`src/rtl/load_store_unit.sv`:
```
// load_store_unit: data-memory stage between decode and writeback.
// Accepts one word-aligned load or store, drives the data memory strobes
// until mem_ready, returns load data as a one-cycle pulse and reports
// misalignment or access timeout on err_code.
// Optional feature macro: LSU_TIMEOUT_EN. When it is defined, a cycle
// counter aborts accesses that never see mem_ready. When it is undefined,
// ACCESS waits forever and err_code is only 00 or 01.
module load_store_unit #(
  parameter int TIMEOUT_CYCLES = 16,
  parameter int CNT_W          = 5
) (
  input  logic        clk,
  input  logic        nreset,
  input  logic        clk_en,
  input  logic        req_valid,
  input  logic        req_store,
  input  logic [31:0] req_addr,
  input  logic [31:0] req_wdata,
  input  logic [2:0]  req_dest,
  output logic        busy,
  output logic [31:0] mem_a,
  output logic [31:0] mem_wdata,
  output logic        mem_read,
  output logic        mem_write,
  input  logic [31:0] mem_rdata,
  input  logic        mem_ready,
  output logic        resp_valid,
  output logic [31:0] resp_data,
  output logic [2:0]  resp_dest,
  output logic [1:0]  err_code
);

  // The timeout check must fire before the counter wraps.
  localparam bit PARAMS_OK = (TIMEOUT_CYCLES >= 2) && ((64'd1 << CNT_W) > 64'(TIMEOUT_CYCLES));

  if (!PARAMS_OK) begin : g_bad_params
    $error("load_store_unit: need TIMEOUT_CYCLES >= 2 and 2**CNT_W > TIMEOUT_CYCLES");
  end

  typedef enum logic [1:0] {
    IDLE   = 2'd0,
    ACCESS = 2'd1,
    RESP   = 2'd2,
    ERROR  = 2'd3
  } state_t;

  state_t      state_q, state_d;
  logic        busy_q, busy_d;
  logic [31:0] mem_a_q, mem_a_d;
  logic [31:0] mem_wdata_q, mem_wdata_d;
  logic        mem_read_q, mem_read_d;
  logic        mem_write_q, mem_write_d;
  logic [2:0]  dest_q, dest_d;
  logic        resp_valid_q, resp_valid_d;
  logic [31:0] resp_data_q, resp_data_d;
  logic [2:0]  resp_dest_q, resp_dest_d;
  logic [1:0]  err_code_q, err_code_d;
`ifdef LSU_TIMEOUT_EN
  logic [CNT_W-1:0] cnt_q, cnt_d;
`endif

  // Next-state and registered-output logic for the access sequencer.
  always_comb begin
    state_d      = state_q;
    mem_a_d      = mem_a_q;
    mem_wdata_d  = mem_wdata_q;
    mem_read_d   = mem_read_q;
    mem_write_d  = mem_write_q;
    dest_d       = dest_q;
    resp_valid_d = 1'b0;
    resp_data_d  = resp_data_q;
    resp_dest_d  = resp_dest_q;
    err_code_d   = err_code_q;
`ifdef LSU_TIMEOUT_EN
    cnt_d        = cnt_q;
`endif
    case (state_q)
      IDLE: begin
        if (req_valid) begin
          if (req_addr[1:0] != 2'b00) begin
            state_d    = ERROR;
            err_code_d = 2'b01;
          end else begin
            state_d     = ACCESS;
            mem_a_d     = req_addr;
            mem_wdata_d = req_store ? req_wdata : 32'd0;
            mem_read_d  = ~req_store;
            mem_write_d = req_store;
            dest_d      = req_dest;
`ifdef LSU_TIMEOUT_EN
            cnt_d       = '0;
`endif
          end
        end
      end
      ACCESS: begin
        if (mem_ready) begin
          mem_a_d     = 32'd0;
          mem_wdata_d = 32'd0;
          mem_read_d  = 1'b0;
          mem_write_d = 1'b0;
          if (mem_read_q) begin
            resp_valid_d = 1'b1;
            resp_data_d  = mem_rdata;
            resp_dest_d  = dest_q;
            state_d      = RESP;
          end else begin
            state_d = IDLE;
          end
        end
`ifdef LSU_TIMEOUT_EN
        else if (cnt_q == CNT_W'(TIMEOUT_CYCLES - 1)) begin
          mem_a_d     = 32'd0;
          mem_wdata_d = 32'd0;
          mem_read_d  = 1'b0;
          mem_write_d = 1'b0;
          err_code_d  = 2'b10;
          state_d     = ERROR;
        end else begin
          cnt_d = cnt_q + CNT_W'(1);
        end
`endif
      end
      RESP: begin
        state_d = IDLE;
      end
      default: begin
        state_d = ERROR;
      end
    endcase
    busy_d = (state_d != IDLE);
  end

  // State and output registers; clk_en low freezes everything.
  always_ff @(posedge clk or negedge nreset) begin
    if (!nreset) begin
      state_q      <= IDLE;
      busy_q       <= 1'b0;
      mem_a_q      <= 32'd0;
      mem_wdata_q  <= 32'd0;
      mem_read_q   <= 1'b0;
      mem_write_q  <= 1'b0;
      dest_q       <= 3'd0;
      resp_valid_q <= 1'b0;
      resp_data_q  <= 32'd0;
      resp_dest_q  <= 3'd0;
      err_code_q   <= 2'b00;
`ifdef LSU_TIMEOUT_EN
      cnt_q        <= '0;
`endif
    end else if (clk_en) begin
      state_q      <= state_d;
      busy_q       <= busy_d;
      mem_a_q      <= mem_a_d;
      mem_wdata_q  <= mem_wdata_d;
      mem_read_q   <= mem_read_d;
      mem_write_q  <= mem_write_d;
      dest_q       <= dest_d;
      resp_valid_q <= resp_valid_d;
      resp_data_q  <= resp_data_d;
      resp_dest_q  <= resp_dest_d;
      err_code_q   <= err_code_d;
`ifdef LSU_TIMEOUT_EN
      cnt_q        <= cnt_d;
`endif
    end
  end

  assign busy       = busy_q;
  assign mem_a      = mem_a_q;
  assign mem_wdata  = mem_wdata_q;
  assign mem_read   = mem_read_q;
  assign mem_write  = mem_write_q;
  assign resp_valid = resp_valid_q;
  assign resp_data  = resp_data_q;
  assign resp_dest  = resp_dest_q;
  assign err_code   = err_code_q;

endmodule
```
`config.mk`:
```
export PLATFORM = sky130hd
export DESIGN_NAME = load_store_unit
export DESIGN_NICKNAME = d
export VERILOG_FILES = /design/src/rtl/load_store_unit.sv
export SDC_FILE = /design/constraint.sdc
export NUM_CORES = 1
export LEC_CHECK = 0
export ABC_AREA = 1
export CAP_MARGIN = 0
export CELL_PAD_IN_SITES_DETAIL_PLACEMENT = 1
export CELL_PAD_IN_SITES_GLOBAL_PLACEMENT = 2
export CORE_MARGIN = 2
export CORE_UTILIZATION = 24
export DETAILED_ROUTE_END_ITERATION = 10
export PLACE_DENSITY = 0.88
export SLEW_MARGIN = 30
export SYNTH_ARGS = -nofsm -noshare
export SYNTH_HDL_FRONTEND = slang
export SYNTH_SLANG_ARGS = --single-unit
```
`constraint.sdc`:
```
create_clock -name clk -period 1.4 [get_ports clk]
set_input_delay 0.28 -clock clk [delete_from_list [all_inputs] [get_ports clk]]
set_output_delay 0.28 -clock clk [all_outputs]
set_load 0.05 [all_outputs]
```
Word level (Yosys, flattened, before mapping):

Cells that the tools add are included.

* logic and storage cells: 49
* register bits: 109
* bits of input ports: 105

* equality and inequality tests: 5
* muxes and demuxes: 23
* reduce and logical (&&, ||, !) cells: 8
* bitwise logic cells: 2

Operators with widths (count)
* two-way mux 32 bit: 6
* case mux 32 bit (2 select lines): 2
* AND reduction 4 bit: 3
* two-way mux 1 bit: 8
* two-way mux 2 bit: 4
* != test 2 bit, second input constant: 3
* case mux 2 bit (3 select lines): 1
* nonzero test 2 bit: 3
* AND reduction 5 bit: 1
* case mux 1 bit (2 select lines): 2
* == test 2 x 1 -> 1 bit, second input constant: 1
* == test 2 bit, second input constant: 1
* logical NOT 2 bit: 1
* inverter 1 bit: 2

Depth between registers and ports, before layout:

Gate-level depths: netlist of the first run.

* depth after elaboration: 5
* gate-level depth with buffers: 10
* mapped depth without buffers: 7

Least setup slack after synthesis of the first run:

Ideal clock, no wire load.

* path kind: flip-flop to flip-flop
* from: register mem_read_q (netlist: mem_read)
* to: register resp_data_q[10] (netlist: resp_data[10])
* path slack: 0.011 ns
* arrival: 1.272 ns
* required time: 1.282 ns
* cell stages (with the launch flop): 7
* period minus slack after synthesis: 1.389 ns
* cells stage by stage: dfrtp_1 nand2_1 inv_1 nand3_4 clkbuf_1 nand2_1 nand2_1

* cells in the longest elaborated chain, start to end: 1

Ends and longest elaborated chain
* from (decl): line 51 `logic mem_read_q, mem_read_d;`
* from (signal assigned): line 156 `mem_read_q <= mem_read_d;`
* AND reduction 4 bit (no line)
* to (signal assigned): line 160 `resp_data_q <= resp_data_d;`
* to (decl): line 55 `logic [31:0] resp_data_q, resp_data_d;`

Every way passes these cells.
A chain may end at the register's enable or synchronous reset.

Worst setup path after layout of the first run:

* from: register state_q[1]
* to: register mem_a_q[0] (netlist: mem_a[0])

* cells in the longest elaborated chain, start to end: 3
* elaborated cells between the ends (all ways): 8
* those cells by class: 4 x eq/ne; 1 x mux; 3 x reduce/logical

Ends and longest elaborated chain
* from (decl): line 47 `state_t state_q, state_d;`
* from (signal assigned): line 152 `state_q <= state_d;`
* == test 2 x 1 -> 1 bit / logical NOT 2 bit (equally long branches): line 77 `case (state_q)`
* != test 2 bit (no line) / nonzero test 2 bit (equally long branches)
* AND reduction 5 bit (no line)
* to (signal assigned): line 154 `mem_a_q <= mem_a_d;`
* to (decl): line 49 `logic [31:0] mem_a_q, mem_a_d;`

Several ways; a longest one is shown, not always the timed one.

==> results of run 1 <==
## state kept, by name (all words and copies together), names as in the netlist
name,count
busy,1
dest_q,3
err_code,1
mem_a,32
mem_read,1
mem_wdata,32
mem_write,1
resp_data,32
resp_dest,3
resp_valid,1
state_q,2
## metrics by stage
step	cells	power, W
after floorplan	600	0.01256
after global placement	1060	0.02004
after detailed placement	1060	0.02028
after CTS	1084	0.02321
after global routing	1088	0.02410
final	1088	0.02303
## power by group
part | switching (W) | total, W | leakage, nW | internal, W
Sequential | 0.00157 | 0.00613 | 1.41 | 0.00456
Combinational | 0.00775 | 0.0144 | 2.84 | 0.00665
Clock | 0.00128 | 0.00251 | 0.129 | 0.00123
Total | 0.0106 | 0.0230 | 4.38 | 0.0124
## repair_timing
action / in CTS / in global routing
setup buffers: 4 / 0
hold endpoints to repair: 18 / 0
cloned: 4 / 4
endpoints found under the setup margin: 66 / 104
resized for setup: 12 / 3
pin swaps: 3 / 3
hold buffers: 1 / 0
## worst min path at each step
stage | startpoint | endpoint | slack [ps] | depth (start not counted)
after detailed placement | nreset | resp_data[17] | 220 | 1
after global placement | nreset | resp_data[2] | 220 | 1
after floorplan | nreset | busy | -20 | 0
after global routing | nreset | resp_data[9] | 400 | 2
final | nreset | resp_data[9] | 390 | 2
after CTS | nreset | resp_data[5] | 390 | 2
## cells in the final DEF (no fill, tap or decap)
cell and n:
sky130_fd_sc_hd__buf_8 1, sky130_fd_sc_hd__clkinv_4 1, sky130_fd_sc_hd__nor2_4 2, sky130_fd_sc_hd__o21ai_0 6, sky130_fd_sc_hd__nor2_2 1, sky130_fd_sc_hd__clkbuf_1 1
sky130_fd_sc_hd__buf_16 4, sky130_fd_sc_hd__inv_2 3, sky130_fd_sc_hd__inv_1 13, sky130_fd_sc_hd__dlygate4sd3_1 1, sky130_fd_sc_hd__clkdlybuf4s50_1 103, sky130_fd_sc_hd__dfrtp_1 108
sky130_fd_sc_hd__nand3_4 1, sky130_fd_sc_hd__nand2_1 314, sky130_fd_sc_hd__buf_4 11, sky130_fd_sc_hd__a31o_2 1, sky130_fd_sc_hd__nand4_1 1, sky130_fd_sc_hd__a21oi_1 1
sky130_fd_sc_hd__buf_6 3, sky130_fd_sc_hd__dfrtp_2 1, sky130_fd_sc_hd__nand2_2 2, sky130_fd_sc_hd__clkbuf_16 12, sky130_fd_sc_hd__nand3_1 33, sky130_fd_sc_hd__inv_6 3
sky130_fd_sc_hd__clkinvlp_4 2, sky130_fd_sc_hd__clkinv_2 1, sky130_fd_sc_hd__buf_12 115, sky130_fd_sc_hd__nand3b_1 31, sky130_fd_sc_hd__nand2_4 1, sky130_fd_sc_hd__nor2_1 40
sky130_fd_sc_hd__conb_1 1
## routing by layer
| metal | up-vias | track usage, % | share of wire [%] |
|---|---|---|---|
| met1 | 2311 | 21.09 | 42 |
| met3 | 28 | 2.331 | 3.2 |
| met5 | - | 0 | 0 |
| met2 | 100 | 30.23 | 51 |
| met4 | 0 | 6.429 | 3.0 |
| li1 | 2267 | - | - |
## critical path, cell delays in order (launching register included)
cell                      delay [ps]
sky130_fd_sc_hd__dfrtp_2         440
sky130_fd_sc_hd__nor2_1          180
sky130_fd_sc_hd__nand2_2         150
sky130_fd_sc_hd__nand2_4         200
sky130_fd_sc_hd__buf_12          190
sky130_fd_sc_hd__inv_1            70
sky130_fd_sc_hd__nor2_1           90
## final cells by class
class | count | area [µm²]
Fill cell | 2286 | 11380
Tap cell | 270 | 337.8
Clock buffer | 10 | 229.0
Timing Repair Buffer | 241 | 3660
Sequential cell | 109 | 2729
Inverter | 17 | 68.82
Clock inverter | 6 | 46.29
Multi-Input combinational cell | 435 | 1851
## cell families (layout without fill, tap and decap cells)
kind of cell           Yosys count  count (layout)  share of synthesized area [%]
buffers and inverters           56             274                          8.692
and+or+nand+nor                426             426                          35.75
other                            1               1                        0.07508
DFF                            109             109                          54.61
AOI/OAI and AO/OA                8               8                         0.8767
==> impl_metrics.prom, run 1 <==
# TYPE chip_impl_metric gauge
chip_impl_metric{name="postLayoutSetupSlackWorst",unit="ps"} 8.994
chip_impl_info{name="cp-start-kind",value="flip-flop"} 1
chip_impl_metric{name="drc_markers",unit=""} 0
chip_impl_metric{name="max_fanout_on_critical_path",unit=""} 17
chip_impl_metric{name="wire_per_inst",unit="µm"} 17.36
chip_impl_metric{name="design_area",unit="µm²"} 8921
chip_impl_info{name="run_status",value="finished clean"} 1
chip_impl_metric{name="synth_enable_flop_cells",unit=""} 0
chip_impl_metric{name="fp-row-count",unit=""} 52
chip_impl_metric{name="final_report_max_slew_violation_count",unit=""} 0
chip_impl_metric{name="finish.utilization",unit="%"} 43.95
chip_impl_metric{name="period_share",unit="%"} 99.36
chip_impl_metric{name="floorplan.initialDensity",unit="%"} 24.61
chip_impl_metric{name="asyncSetResetFlopFracSynth",unit="%"} 100.0
chip_impl_info{name="synthMostInstantiatedCell",value="sky130_fd_sc_hd__nand2_1"} 1
chip_impl_metric{name="die_y",unit="µm"} 148.3
chip_impl_metric{name="total_die_area",unit="µm²"} 21980
chip_impl_metric{name="synth-warning-count",unit=""} 0
chip_impl_metric{name="gp_congestion",unit=""} 0.7553
chip_impl_metric{name="synth_top_cell_area_share",unit="%"} 54.61
chip_impl_info{name="reg2reg_from",value="state_q[1]"} 1
chip_impl_metric{name="cts_buffers",unit=""} 9
chip_impl_metric{name="viasPerCell",unit=""} 4.325
chip_impl_metric{name="design.final.nets",unit=""} 918
chip_impl_metric{name="layout_min_cycle_time",unit="ps"} 1391
chip_impl_metric{name="rr_worst_depth",unit=""} 6
chip_impl_metric{name="place_area",unit="µm²"} 8386
chip_impl_metric{name="insertion_delay",unit="ps"} 360
chip_impl_metric{name="clk_pin_slew_worst_paths",unit="ps"} 80
chip_impl_info{name="synth_common_cells",value="sky130_fd_sc_hd__nand2_1, sky130_fd_sc_hd__dfrtp_1, sky130_fd_sc_hd__nor2_1"} 1
chip_impl_info{name="synth_ff_type",value="sky130_fd_sc_hd__dfrtp_1"} 1
chip_impl_metric{name="numPortBuffers",unit=""} 208
chip_impl_metric{name="wire_length_of_the_first_global_routing_pass",unit="mm"} 29.12
chip_impl_metric{name="core_area",unit="µm²"} 20300
chip_impl_metric{name="final.setup.tns",unit="ps"} 0
chip_impl_metric{name="synthesis.area_per_instance",unit="µm²"} 8.325
chip_impl_metric{name="worst_ir_drop_vdd",unit="mV"} 1.178
chip_impl_metric{name="cts_buffer_depth",unit=""} 2
chip_impl_metric{name="grt_max_degree",unit=""} 40
chip_impl_metric{name="drt.antenna.violating_nets",unit=""} 0
chip_impl_metric{name="max-cap-violations",unit=""} 0
chip_impl_metric{name="dieWidth",unit="µm"} 148.3
chip_impl_metric{name="final.hold.worst_slack",unit="ps"} 389.8
chip_impl_metric{name="hpwlAfterDp",unit="mm"} 12.39
chip_impl_metric{name="share_of_layout_cells_above_drive_strength_1",unit="%"} 20.17
chip_impl_metric{name="antenna_found_initial",unit=""} 1
chip_impl_metric{name="postSynthCellCount",unit=""} 600
chip_impl_info{name="cts-root-buf",value="sky130_fd_sc_hd__clkbuf_16"} 1
chip_impl_metric{name="wl",unit="mm"} 18.89
chip_impl_metric{name="synth.yosys.seq_area_share",unit="%"} 54.61
chip_impl_metric{name="detailedRoute.firstIterationViolations",unit=""} 214
chip_impl_info{name="tritoncts",value="built"} 1
chip_impl_info{name="largest_area_contributor_in_the_netlist",value="sky130_fd_sc_hd__dfrtp_1"} 1
chip_impl_metric{name="worstPathRequired",unit="ps"} 1680
chip_impl_info{name="worst_setup_path_startpoint",value="state_q[1]"} 1
chip_impl_metric{name="worst-endpoint-arrival",unit="ps"} 1670
chip_impl_metric{name="netlist-cell-type-count",unit=""} 21
chip_impl_metric{name="cts_htree_levels",unit=""} 3
chip_impl_metric{name="ff2ff_setup_slack",unit="ps"} 9
chip_impl_info{name="hp-class",value="in -> async"} 1
chip_impl_info{name="kind_of_critical_path",value="reg -> reg"} 1
chip_impl_info{name="reg_to_reg_endpoint",value="mem_a[0]"} 1
chip_impl_metric{name="setup_violators_final",unit=""} 0
chip_impl_metric{name="total_nets_after_synthesis",unit=""} 705
chip_impl_metric{name="cts_sinks",unit=""} 109
chip_impl_info{name="rsz0062_at_grt",value="yes"} 1
chip_impl_metric{name="design.portCount",unit=""} 210
chip_impl_info{name="ranking_of_synthesized_cells_by_area",value="sky130_fd_sc_hd__dfrtp_1, sky130_fd_sc_hd__nand2_1, sky130_fd_sc_hd__nand3b_1"} 1
chip_impl_metric{name="power_density",unit="nW/µm²"} 2582
chip_impl_metric{name="mappedNetlistArea",unit="µm²"} 4995
chip_impl_metric{name="detail_route.first_pass.iterations",unit=""} 4
chip_impl_metric{name="gr-total-overflow",unit=""} 0
chip_impl_metric{name="hold_viol",unit=""} 0
chip_impl_metric{name="grt_pass1_vias",unit=""} 5098
chip_impl_metric{name="area_growth_syn_to_layout",unit="%"} 78.61
chip_impl_metric{name="place_worst_setup_slack",unit="ps"} -360.9
chip_impl_metric{name="yosys_register_bits",unit=""} 109
chip_impl_metric{name="finClkSkew",unit="ps"} 10.57
chip_impl_metric{name="static-leakage-power",unit="nW"} 4.378
chip_impl_metric{name="grt_util_all_layers",unit="%"} 17.05
chip_impl_metric{name="max_clock_freq",unit="MHz"} 718.9
chip_impl_metric{name="antenna-diode-count",unit=""} 0
chip_impl_metric{name="overall_via_count_from_detail_route",unit=""} 4706
chip_impl_info{name="timing.critical_path.to_type",value="flip-flop"} 1
chip_impl_info{name="critical_path.endpoint",value="mem_a[0]"} 1
Power figures use the tool's default switching activity.
==> inputs of run 2 (changes only) <==
--- a/config.mk
+++ b/config.mk
@@ -7,12 +7,11 @@
 export LEC_CHECK = 0
 export ABC_AREA = 1
 export CAP_MARGIN = 0
-export CELL_PAD_IN_SITES_DETAIL_PLACEMENT = 1
-export CELL_PAD_IN_SITES_GLOBAL_PLACEMENT = 2
 export CORE_MARGIN = 2
-export CORE_UTILIZATION = 24
+export CORE_UTILIZATION = 35
+export CTS_CLUSTER_SIZE = 10
 export DETAILED_ROUTE_END_ITERATION = 10
-export PLACE_DENSITY = 0.88
+export PLACE_DENSITY = 0.77
 export SLEW_MARGIN = 30
 export SYNTH_ARGS = -nofsm -noshare
 export SYNTH_HDL_FRONTEND = slang
==> constraint.sdc (replaced) <==
create_clock -name clk -period 1.2 [get_ports clk]
set_input_delay 0.24 -clock clk [delete_from_list [all_inputs] [get_ports clk]]
set_output_delay 0.24 -clock clk [all_outputs]
set_load 0.05 [all_outputs]
==> impl_metrics.prom, run 2 (same netlist as run 1, synthesis figures left out) <==
# TYPE chip_impl_metric gauge
chip_impl_metric{name="fp-row-count",unit=""} 43
chip_impl_metric{name="dieWidth",unit="µm"} 123.5
chip_impl_metric{name="core_area",unit="µm²"} 13930
chip_impl_info{name="reg2reg_from",value="state_q[1]"} 1
chip_impl_info{name="timing.critical_path.to_type",value="flip-flop"} 1
chip_impl_metric{name="power_density",unit="nW/µm²"} 3004
chip_impl_metric{name="final_report_max_slew_violation_count",unit=""} 0
chip_impl_metric{name="detail_route.first_pass.iterations",unit=""} 5
chip_impl_metric{name="final.hold.worst_slack",unit="ps"} 295.7
chip_impl_metric{name="design.final.nets",unit=""} 937
chip_impl_metric{name="period_share",unit="%"} 113.1
chip_impl_info{name="layout.cells.most_common_list",value="sky130_fd_sc_hd__nand2_1, sky130_fd_sc_hd__buf_12, sky130_fd_sc_hd__dfrtp_1"} 1
chip_impl_metric{name="drt.antenna.violating_nets",unit=""} 0
chip_impl_metric{name="critPathBufInv",unit=""} 2
chip_impl_metric{name="gr-total-overflow",unit=""} 0
chip_impl_info{name="critPathTopFamily",value="simple AND/OR/NAND/NOR gates"} 1
chip_impl_metric{name="wire_length_of_the_first_global_routing_pass",unit="mm"} 23.91
chip_impl_metric{name="place_area",unit="µm²"} 8290
chip_impl_metric{name="drc_markers",unit=""} 0
chip_impl_metric{name="hold_viol",unit=""} 0
chip_impl_metric{name="grt_util_all_layers",unit="%"} 20.36
chip_impl_info{name="cts-root-buf",value="sky130_fd_sc_hd__clkbuf_16"} 1
chip_impl_info{name="hp-class",value="in -> async"} 1
chip_impl_metric{name="numPortBuffers",unit=""} 208
chip_impl_info{name="reg_to_reg_endpoint",value="mem_wdata[31]"} 1
chip_impl_metric{name="layout_min_cycle_time",unit="ps"} 1358
chip_impl_info{name="rsz0062_at_grt",value="yes"} 1
chip_impl_info{name="worst_setup_path_startpoint",value="state_q[1]"} 1
chip_impl_info{name="critical_path.endpoint",value="mem_wdata[31]"} 1
chip_impl_metric{name="max_clock_freq",unit="MHz"} 736.5
chip_impl_info{name="layout.cells.most_common",value="sky130_fd_sc_hd__nand2_1"} 1
chip_impl_metric{name="wire_per_inst",unit="µm"} 15.75
chip_impl_metric{name="postLayoutSetupSlackWorst",unit="ps"} -157.8
chip_impl_metric{name="wl",unit="mm"} 16.02
chip_impl_metric{name="multi_input_area",unit="µm²"} 1878
chip_impl_info{name="run_status",value="finished, violations left"} 1
chip_impl_metric{name="clk_pin_slew_worst_paths",unit="ps"} 70
chip_impl_metric{name="antenna_found_initial",unit=""} 0
chip_impl_metric{name="floorplan.initialDensity",unit="%"} 35.84
chip_impl_metric{name="seq_area",unit="µm²"} 2730
chip_impl_metric{name="worst_ir_drop_vdd",unit="mV"} 1.892
chip_impl_metric{name="antenna-diode-count",unit=""} 0
chip_impl_metric{name="slowest_delay",unit="ps"} 450
chip_impl_metric{name="viasPerCell",unit=""} 4.715
chip_impl_metric{name="area_growth_syn_to_layout",unit="%"} 80.66
chip_impl_metric{name="cts_sinks",unit=""} 109
chip_impl_metric{name="max_fanout_on_critical_path",unit=""} 16
chip_impl_info{name="cp_cell_sequence",value="nor2_4, nand2_2, nor2_4, buf_6, buf_12, nand3_1, nand2_1"} 1
chip_impl_info{name="tritoncts",value="built"} 1
chip_impl_metric{name="critical_path_cell_count",unit=""} 7
chip_impl_info{name="critical_path.slowest_cell",value="sky130_fd_sc_hd__dfrtp_2"} 1
chip_impl_metric{name="hpwlAfterDp",unit="mm"} 10.14
chip_impl_metric{name="overall_via_count_from_detail_route",unit=""} 4795
chip_impl_info{name="kind_of_critical_path",value="reg -> reg"} 1
chip_impl_metric{name="gp_congestion",unit=""} 0.7574
chip_impl_metric{name="worst-endpoint-arrival",unit="ps"} 1650
chip_impl_metric{name="design.portCount",unit=""} 210
chip_impl_info{name="cp-start-kind",value="flip-flop"} 1
chip_impl_metric{name="grt_pass1_vias",unit=""} 4625
chip_impl_metric{name="grt_max_degree",unit=""} 64
chip_impl_metric{name="max-cap-violations",unit=""} 0
chip_impl_metric{name="setup_violators_final",unit=""} 105
chip_impl_metric{name="cts_buffer_depth",unit=""} 2
chip_impl_metric{name="worstPathRequired",unit="ps"} 1490
chip_impl_metric{name="cts_htree_levels",unit=""} 3
chip_impl_metric{name="finClkSkew",unit="ps"} 9.538
chip_impl_metric{name="fill_count",unit=""} 1075
chip_impl_info{name="critical_path.most_common_cell",value="sky130_fd_sc_hd__nor2_4"} 1
chip_impl_metric{name="static-leakage-power",unit="nW"} 4.482
chip_impl_metric{name="ff2ff_setup_slack",unit="ps"} -160
chip_impl_metric{name="detailedRoute.firstIterationViolations",unit=""} 305
chip_impl_metric{name="cts_buffers",unit=""} 9
chip_impl_metric{name="die_y",unit="µm"} 123.5
chip_impl_metric{name="insertion_delay",unit="ps"} 350
chip_impl_metric{name="total_die_area",unit="µm²"} 15240
chip_impl_metric{name="share_of_layout_cells_above_drive_strength_1",unit="%"} 23.30
chip_impl_metric{name="design_area",unit="µm²"} 9024
chip_impl_metric{name="rr_worst_depth",unit=""} 7
chip_impl_info{name="violations",value="setup timing"} 1
==> run 2: worst min-delay path by stage <==
stage	startpoint	endpoint	slack [ps]	cells after the start
floorplan	nreset	busy	-60	0
global placement	nreset	resp_data[15]	120	1
detailed placement	nreset	resp_data[5]	120	1
CTS	nreset	resp_data[5]	290	2
global route	nreset	resp_data[5]	290	2
finish	nreset	resp_data[5]	300	2
==> run 2: stage by stage <==
step	util [%]	worst slack [ps]	setup TNS, ps	std cells	power (W)
detailed placement	59.50	-512.6	-43340	971	0.02336
global route	64.76	-244.5	-22610	1017	0.02835
global placement	59.50	-451.7	-39230	971	0.02310
floorplan	-	-60.48	-4082	600	0.01466
finish	64.76	-157.8	-13360	1017	0.02711
CTS	62.76	-180.5	-14670	996	0.02678
==> run 2: timing repair <==
action | 4_1_cts | 5_1_grt
gates cloned | 3 | 6
buffers inserted | 5 | 15
endpoints found under the hold margin | 9 | 0
gates resized for setup | 15 | 9
pin swaps | 11 | 13
hold buffers | 1 | 0
endpoints found under the setup margin | 108 | 147
==> run 2: metal layers <==
metal	wire length [µm]	GRT usage [%]	vias up
li1	-	-	2310
met3	753	3.736	18
met2	8127	33.72	142
met1	6890	26.62	2325
met4	244	7.386	0
met5	0	0	-
==> run 2: area by class of cell <==
type	count	share of cell area (%)
Clock inverter	6	0.7072
Multi-Input combinational cell	435	20.81
Tap cell	180	2.496
Timing Repair Buffer	260	42.40
Sequential cell	109	30.26
Inverter	17	0.7903
Clock buffer	10	2.537
==> run 2: power by group <==
part,leakage (nW),total (W),switching [W],internal (W)
Combinational,2.93,0.0170,0.00895,0.00804
Sequential,1.41,0.00716,0.00184,0.00533
Clock,0.138,0.00297,0.00135,0.00162
Total,4.48,0.0271,0.0121,0.0150
==> edit (config.mk and constraints of run 1) <==
Make the reset (`nreset`) synchronous in one clocked block.
--- a/src/rtl/load_store_unit.sv
+++ b/src/rtl/load_store_unit.sv
@@ -133,5 +133,5 @@
 
   // State and output registers; clk_en low freezes everything.
-  always_ff @(posedge clk or negedge nreset) begin
+  always_ff @(posedge clk) begin
     if (!nreset) begin
       state_q      <= IDLE;
Formal check against the unedited RTL: differs if nreset is asserted again (counterexample within 4 cycles, from zero or initial values and one cycle with nreset low); with nreset held inactive, the same outputs for 4 cycles.
==> edit against run 1 <==
- setup slack gained 0.014 ns
- synthesized cell count grew 6.3%
- routed wire length shrank 14%
- hold slack lost 0.15 ns
- final area shrank 4.2%
- first-iteration DRC count shrank 26%
- sequential cell count is the same
- critical path depth grew 2
- die area shrank 11%
- sequential share of layout area shrank 5.0 points
- non-clock buffer count grew 13
- area after synthesis shrank 11%
- critical path type unchanged
- highest routed layer unchanged
Power is not compared: it rests on default switching activity, and its combinational part moved more than twofold at a synthesized area within 25%.
==> edit: results (changes against run 1) <==
[status]
status=complete, no violations  ; unchanged

[synth]
synthTopCellsByArea=dfxtp_1 49%, nor2_1 17%, nand2_1 7.4%  ; was dfrtp_1 55%, nand2_1 24%, nand3b_1 4.7%
synth_cell_types=25  ; was 21
ys_async_sr_fraction_pct=0  ; was 100%
ys_top_cells_by_count=205 x nor2_1, 109 x dfxtp_1, 87 x nand2_1  ; was 316 x nand2_1, 109 x dfrtp_1, 41 x nor2_1
synth_fa_ha_area_share_pct=0  ; unchanged
synth-compound-area-share_pct=12.2  ; was 0.877%
synth_ff_type=dfxtp_1  ; was dfrtp_1
ys_seq_area_share_pct=49.2  ; was 54.6%
synthMuxAreaShare_pct=0  ; unchanged
syn_nets=743  ; was 705

[routing]
wl_per_cell_um=14.9  ; was 17.4 um
drt_iter0_markers=159  ; was 214
firstDrtPassIters=4  ; unchanged
vias=4800  ; was 4706

[worst_setup_path]
cp_max_fo=6  ; was 17
arrival_ns=1.63  ; was 1.67 ns

[pwr]
vdd_drop_max_mv=0.638
p_leak_nw=3.50

[global_route]
grt_max_degree=44  ; was 40
grt_pass1_wl_mm=26.2  ; was 29.1 mm
antenna_found_initial=0  ; was 1
track_usage_pct=16.6  ; was 17.1%
grt_pass1_vias=4987  ; was 5098

[placement]
gp_congestion=0.737  ; was 0.755
hpwl_mm=11.9  ; was 12.4 mm
place_ws_ns=-0.412  ; was -0.361 ns

[final_layout]
fin_nets=964  ; was 918
drive_gt1_share_pct=24.2  ; was 20.2%

[clock_network]
clkLatencyLatePin_ns=0.36  ; about the same
clockRootBuffer=clkbuf_16  ; unchanged
htreeDepth=3  ; unchanged

[sta]
fin_skew_ns=0.00762  ; was 0.0106 ns
final-setup-viol-count=0  ; unchanged

[min_path]
hold_path.class=in -> reg  ; was in -> async

## edit: cell count changes after synthesis, moves of 3 or more
| cell | delta |
|---|---|
| a21oi_1 | +39 |
| clkbuf_2 | +3 |
| buf_2 | +9 |
| nand2_1 | -229 |
| clkbuf_1 | +12 |
| dfrtp_1 | -109 |
| clkbuf_8 | -13 |
| dfxtp_1 | +109 |
| o21ai_0 | +57 |
| inv_1 | +23 |
| nor2_1 | +164 |
| nand3b_1 | -30 |
| buf_6 | -6 |
| o21ai_1 | +5 |
## edit: path summary, 6_finish.rpt
| kind | start | to | slack (ns) | depth (start not counted) |
|---|---|---|---|---|
| max | state_q[0]$_SDFFE_PN0P_ | resp_dest[2]$_SDFFE_PN0P_ | 0.02 | 8 |
| min | nreset | state_q[1]$_SDFFE_PN0P_ | 0.24 | 3 |
| max reg2reg | state_q[0]$_SDFFE_PN0P_ | resp_dest[2]$_SDFFE_PN0P_ | 0.02 | 8 |
| min reg2reg | dest_q[1]$_SDFFE_PN0P_ | dest_q[1]$_SDFFE_PN0P_ | 0.47 | 2 |
## edit: timing repair
action                     4_1_cts  5_1_grt
hold buffers                     0        0
resized for setup               17       60
setup endpoints to repair       91       87
buffers inserted                 5        0
pin swaps                        2        9
cloned                           1        1
## edit: cell families (layout without fill, tap and decap cells)
kind of cell    count (synthesis)  count (layout)
simple gates                  334             334
compound gates                108             108
buf+inv                        86             312
other cells                     1               1
flops                         109             109
## edit: power by group
| group | switching [mW] | internal [mW] |
|---|---|---|
| clock network | 1.30 | 1.25 |
| registers | 0.107 | 3.20 |
| logic | 0.858 | 0.861 |
## edit: layout make-up
type,instances,area (um^2)
Inverter,42,163
Fill cell,2101,9470
Multi-Input combinational cell,443,1990
Timing Repair Buffer,254,3630
Clock inverter,7,65.1
Tap cell,229,287
Sequential cell,109,2190
Clock buffer,9,225
## edit: critical path, cell delays in order, from the launching register on
cell and delay (ns):
dfxtp_4 0.39, buf_6 0.11, nand2_4 0.06, nor3_4 0.25
inv_4 0.11, buf_6 0.14, buf_6 0.10, nor2_2 0.09
nor2_1 0.04
## edit: metrics by stage
| step | power (mW) | setup TNS [ns] | cell area [um^2] | std cells |
|---|---|---|---|---|
| 6_report | 7.57 | 0 | 8550 | 1093 |
| 5_1_grt | 7.91 | -0.921 | 8550 | 1093 |
| 4_1_cts | 7.67 | -0.0542 | 8450 | 1093 |
| 2_1_floorplan | 4.11 | 0 | 4440 | 638 |
| 3_3_place_gp | 5.06 | -32.49 | 8040 | 1071 |
| 3_5_place_dp | 5.08 | -36.87 | 8040 | 1071 |
## edit: layer usage
layer	global-route usage [%]	share of wire (%)	vias to the layer above
met2	29.4	51	107
met4	4.79	1.5	0
met5	0	0	-
met3	3.93	4.6	17
li1	-	-	2432
met1	20.1	43	2244
